`config.mk`:
```
export PLATFORM = sky130hd
export DESIGN_NAME = share_add_seq
export DESIGN_NICKNAME = d
export VERILOG_FILES = /design/src/rtl/share_add_seq.sv
export SDC_FILE = /design/constraint.sdc
export NUM_CORES = 1
export LEC_CHECK = 0
export CORE_ASPECT_RATIO = 1.25
export CORE_MARGIN = 2
export CORE_UTILIZATION = 40
export DETAILED_ROUTE_END_ITERATION = 6
export GPL_TIMING_DRIVEN = 0
export PLACE_DENSITY_LB_ADDON = 0.25
export SETUP_SLACK_MARGIN = 0.05
export SYNTH_ARGS = -nofsm -noshare
export SYNTH_HDL_FRONTEND = slang
export SYNTH_SLANG_ARGS = --single-unit
```
`constraint.sdc`:
```
create_clock -name clk -period 2.7 [get_ports clk]
set_input_delay 0.54 -clock clk [delete_from_list [all_inputs] [get_ports clk]]
set_output_delay 0.54 -clock clk [all_outputs]
set_load 0.005 [all_outputs]
```
`src/rtl/share_add_seq.sv`:
```
// share_add_seq: sequencing front-end for the shared adder datapath.
// Takes one (a, b, c) operand triple per handshake. It then issues a+b (tag 0)
// followed by a+c (tag 1) through a single WIDTH+1-bit adder, and presents
// each registered result on a valid/ready output stream.
// Optional feature: define SHARE_ADD_SAT_EN to saturate out_data to all ones
// on carry-out. out_carry always reports the raw carry.
module share_add_seq #(
  parameter int WIDTH = 8
) (
  input  logic             clk,
  input  logic             rst_n,
  input  logic             in_valid,
  output logic             in_ready,
  input  logic [WIDTH-1:0] in_a,
  input  logic [WIDTH-1:0] in_b,
  input  logic [WIDTH-1:0] in_c,
  output logic             out_valid,
  input  logic             out_ready,
  output logic [WIDTH-1:0] out_data,
  output logic             out_tag,
  output logic             out_carry,
  output logic             busy
);

  typedef enum logic [1:0] {
    IDLE = 2'd0,
    RES0 = 2'd1,
    RES1 = 2'd2
  } state_t;

  state_t state_q, state_d;

  logic [WIDTH-1:0] a_q, a_d;
  logic [WIDTH-1:0] b_q, b_d;
  logic [WIDTH-1:0] c_q, c_d;

  logic             out_valid_q, out_valid_d;
  logic [WIDTH-1:0] out_data_q, out_data_d;
  logic             out_tag_q, out_tag_d;
  logic             out_carry_q, out_carry_d;

  // Shared adder signals
  logic             oper;
  logic [WIDTH-1:0] op_x;
  logic [WIDTH-1:0] b_src;
  logic [WIDTH-1:0] op_y;
  logic [WIDTH:0]   sum;
  logic [WIDTH-1:0] res_data;
  logic             res_carry;

  // Single shared adder. In IDLE it works on the live inputs, so the first
  // result can be registered on the accepting edge. Later cycles use the
  // captured operands. oper selects b (0) or c (1).
  always_comb begin
    oper      = (state_q == RES0);
    op_x      = (state_q == IDLE) ? in_a : a_q;
    b_src     = (state_q == IDLE) ? in_b : b_q;
    op_y      = oper ? c_q : b_src;
    sum       = {1'b0, op_x} + {1'b0, op_y};
    res_carry = sum[WIDTH];
`ifdef SHARE_ADD_SAT_EN
    res_data  = res_carry ? {WIDTH{1'b1}} : sum[WIDTH-1:0];
`else
    res_data  = sum[WIDTH-1:0];
`endif
  end

  // Next-state and result-register update. Every register holds by default,
  // which keeps the output stable under backpressure.
  always_comb begin
    state_d     = state_q;
    a_d         = a_q;
    b_d         = b_q;
    c_d         = c_q;
    out_valid_d = out_valid_q;
    out_data_d  = out_data_q;
    out_tag_d   = out_tag_q;
    out_carry_d = out_carry_q;
    case (state_q)
      IDLE: begin
        if (in_valid) begin
          state_d     = RES0;
          a_d         = in_a;
          b_d         = in_b;
          c_d         = in_c;
          out_valid_d = 1'b1;
          out_data_d  = res_data;
          out_carry_d = res_carry;
          out_tag_d   = 1'b0;
        end
      end
      RES0: begin
        if (out_ready) begin
          state_d     = RES1;
          out_valid_d = 1'b1;
          out_data_d  = res_data;
          out_carry_d = res_carry;
          out_tag_d   = 1'b1;
        end
      end
      RES1: begin
        if (out_ready) begin
          state_d     = IDLE;
          out_valid_d = 1'b0;
        end
      end
      default: begin
        state_d     = IDLE;
        out_valid_d = 1'b0;
      end
    endcase
  end

  // State, operand and result registers. Reset aborts any transaction in flight.
  always_ff @(posedge clk or negedge rst_n) begin
    if (!rst_n) begin
      state_q     <= IDLE;
      a_q         <= '0;
      b_q         <= '0;
      c_q         <= '0;
      out_valid_q <= 1'b0;
      out_data_q  <= '0;
      out_tag_q   <= 1'b0;
      out_carry_q <= 1'b0;
    end else begin
      state_q     <= state_d;
      a_q         <= a_d;
      b_q         <= b_d;
      c_q         <= c_d;
      out_valid_q <= out_valid_d;
      out_data_q  <= out_data_d;
      out_tag_q   <= out_tag_d;
      out_carry_q <= out_carry_d;
    end
  end

  assign in_ready  = (state_q == IDLE);
  assign busy      = (state_q != IDLE);
  assign out_valid = out_valid_q;
  assign out_data  = out_data_q;
  assign out_tag   = out_tag_q;
  assign out_carry = out_carry_q;

endmodule

```
==> results.tsv <==
stage	metric	value	unit
pwr	switch share	38.7	%
floorplanning	Rows	28	
worst_setup_path	Critical Path Source	state_q[0]	
sta	post-layout min period	2.56	ns
sta	fin crit share	94.7	%
final_layout	antenna cells	0	
clock_tree	CTS H-tree lvls	2	
min_path	Hold Crit Class	in2async	
pwr	worst vdd ir	0.555	mV
sta	worst slew pin tran	0.804	ns
floorplanning	Die H	83.2	um
synth	Yosys warnings	0	
route	WL final	4.09	mm
route	total iterations of the first detailed-routing run	4	
flow_run	# Max-Cap Violations	0	
floorplanning	core area	0.00480	mm2
synth	Synth Area in Simple Gates	8.72	%
floorplanning	IO Pins	41	
synth	Synth Area in Adders	5.98	%
global_route	vias in the first global route	1560	
placed_design	HPWL after detailed placement	3.06	mm
route	drt via density	5.12	
sta	final setup violation count	0	
outcome	status	complete, no violations	
synth	Post-Syn Instances	183	
final_layout	fraction of layout cells with a size suffix above 1	28.6	%
pwr	Cell Pwr Density	1370	mW/mm2
final_layout	nets	274	
route	Initial DRC Count	38	
pwr	Flop pwr share	26.9	%
sta	final hold vios	0	
pwr	Static Leak	0.00116	uW
clock_tree	clk root buf	clkbuf_8	
global_route	initial antenna violation count	0	
global_route	GR Overflow Total	0	
global_route	first-pass GRT wire length	7.21	mm
sta	worst rel slew slack	46.4	%
synth	Synth Area in Compound Gates	12.5	%
global_route	GRT Overall Usage	16.9	%
clock_tree	Max Root-Sink Buffers	2	
worst_setup_path	critical path peak fanout	5	
floorplanning	Die Area	0.00561	mm2
floorplanning	die width	67.4	um
worst_setup_path	worst flop-to-flop path startpoint	state_q[0]	
clock_tree	CTS tree	built	
clock_tree	CTS sink count	37	
route	DR DRC count	0	
final_layout	Final Core Density	56.0	%
synth	Cell Area, Synth	0.00201	mm2
pwr	combinational cell fraction of total power	62.7	%
worst_setup_path	Startpoint Class	register	
pwr	clock share of power	10.4	%
synth	XOR/XNOR Fraction of Synth Area	0.436	%
final_layout	area grow syn2layout	34.0	%
placed_design	buffers added on ports	40	
worst_setup_path	CP endpoint kind	register	
pwr	Pint	2260	uW
synth	main combinational cell family by area after synthesis	multiplexers	
pwr	Psw	1430	uW
clock_tree	clk slew on worst S/H paths	0.08	ns
sta	RSZ-0062 raised after global routing	false	
sta	FMAX	391	MHz
worst_setup_path	critical setup path kind	reg2reg	
route	drt wl/cell	13.7	um
worst_setup_path	RR Endpoint	out_data[6]	
synth	asr flop ratio synth	100	%
synth	Syn Area/Cell	11.0	um2
synth	Post-synth EDFFs	0	
clock_tree	Clk Latency, worst-skew pair	0.29	ns
worst_setup_path	Arrival @ worst endpoint	2.74	ns
synth	Main synth FF type	dfrtp_1	
worst_setup_path	critical path required time	2.88	ns
sta	Worst Skew	0.00594	ns
sta	Final Max Tran Viols	0	
floorplanning	Initial Utilization	41.8	%
placed_design	GP Congestion	0.736	
worst_setup_path	Worst R2R Setup Slack	0.14	ns
sta	Setup TNS	0	ns
synth	sequential area share after synthesis	46.1	%
synth	mux contribution to synthesized area	22.4	%
synth	syn_nets	220	
synth	synthesized flop and latch total	37	
route	DRT antenna net count	0	
synth	Yosys cell types	36	
worst_setup_path	CP endpoint	out_data[6]	
clock_tree	TritonCTS buffer count	5	
global_route	largest net degree at the start of global routing	38	
route	DR vias	1526	
worst_setup_path	R2R depth	10	
[flip-flops by register name (all words and copies together), names as in the netlist]
signal	count
out_data	8
state_q	2
a_q	8
c_q	8
out_carry	1
b_q	8
out_tag	1
out_valid	1
[worst min-delay path by stage]
stage	cells past startpoint	slack (ns)	start	end
6_report	1	0.33	rst_n	a_q[0]
4_1_cts	1	0.37	rst_n	a_q[4]
2_1_floorplan	0	0.24	rst_n	a_q[0]
3_3_place_gp	2	0.46	out_data[1]	out_data[1]
3_5_place_dp	2	0.47	out_data[4]	out_data[4]
5_1_grt	1	0.40	rst_n	a_q[4]
[cell usage after synthesis (2+ instances only)]
cell	number	area share [%]
nand2_1	23	4.3
o21ai_0	18	4.5
mux2_2	32	18
nor2_1	5	0.93
mux2i_1	9	4.5
clkbuf_1	3	0.56
a21o_1	2	0.75
dfrtp_1	37	46
o31ai_1	2	0.75
a211oi_1	3	1.1
nor3_1	3	0.75
a21oi_1	3	0.75
and2_1	2	0.62
inv_1	6	1.1
buf_2	5	1.2
nor2b_1	2	0.62
a211o_1	2	0.87
ha_1	8	5.0
[per-stage QoR]
| stage | instance area (um2) | power, uW | hold slack, ns | instances | setup slack (ns) |
|---|---|---|---|---|---|
| after floorplan | 2010 | 2460 | 0.244 | 183 | 0.0668 |
| after global placement | 2490 | 3010 | 0.460 | 283 | -0.215 |
| after detailed placement | 2480 | 3060 | 0.471 | 283 | -0.246 |
| after CTS | 2610 | 3520 | 0.369 | 294 | 0.0473 |
| after global routing | 2690 | 4050 | 0.399 | 298 | 0.0563 |
| final | 2690 | 3690 | 0.330 | 298 | 0.144 |
[critical path, cell delays in order, from the launching register on]
cell and delay [ns]:
dfrtp_1 0.38, buf_6 0.13, nor2_4 0.08, buf_6 0.12, mux2_4 0.31, ha_4 0.18, fa_2 0.42, a21oi_4 0.17
o211ai_1 0.12, a211o_1 0.31, a31o_2 0.22
[per-layer routing]
layer	global-route usage (%)	wire length, um	up-vias
li1	-	-	762
met1	21.5	1790	731
met2	27.5	2110	26
met3	4.47	122	7
met4	5.57	62	0
met5	0	0	-
[kinds of logic after synthesis]
logic type	count (synthesis)
AOI/OAI and AO/OA	39
DFF	37
buffers and inverters	16
xor gates and xnor gates	1
muxes	41
and+or+nand+nor	40
adders and majority gates	9
[power by group through the flow]
| stage | logic (uW) | clock network, uW | registers (uW) |
|---|---|---|---|
| floorplan | 1490 | 0 | 975 |
| global placement | 2020 | 0 | 989 |
| detailed placement | 2050 | 0 | 1000 |
| CTS | 2140 | 392 | 993 |
| global route | 2590 | 422 | 1030 |
| finish | 2320 | 383 | 994 |
[layout by cell type (no fill, tap or decap), types with 2 or more instances in the layout]
cell	instances
a211o_1	2
a211oi_1	2
a21o_1	2
a21oi_1	2
and2_1	2
buf_2	5
buf_4	8
buf_6	3
clkbuf_2	2
clkbuf_8	5
clkdlybuf4s50_1	39
clkinv_2	2
dfrtp_1	36
ha_1	7
inv_1	6
mux2_2	31
mux2i_1	9
nand2_1	23
nor2_1	4
nor2b_1	2
nor3_1	3
o21ai_0	15
o21ai_2	2
[final cells by class]
type	instances	area, um2
Fill cell	429	2110
Multi-Input combinational cell	130	1060
Sequential cell	37	927
Timing Repair Buffer	47	448
Tap cell	60	75.1
Buffer	10	71.3
Clock buffer	5	68.8
Inverter	6	22.5
Clock inverter	3	17.5
[what timing repair did]
item | in CTS | in global routing
buffers inserted | 3 | 4
endpoints found under the setup margin | 4 | 4
hold buffers | 0 | 0
pin swaps | 1 | 3
resized for setup | 6 | 18
Power figures use the tool's default switching activity.
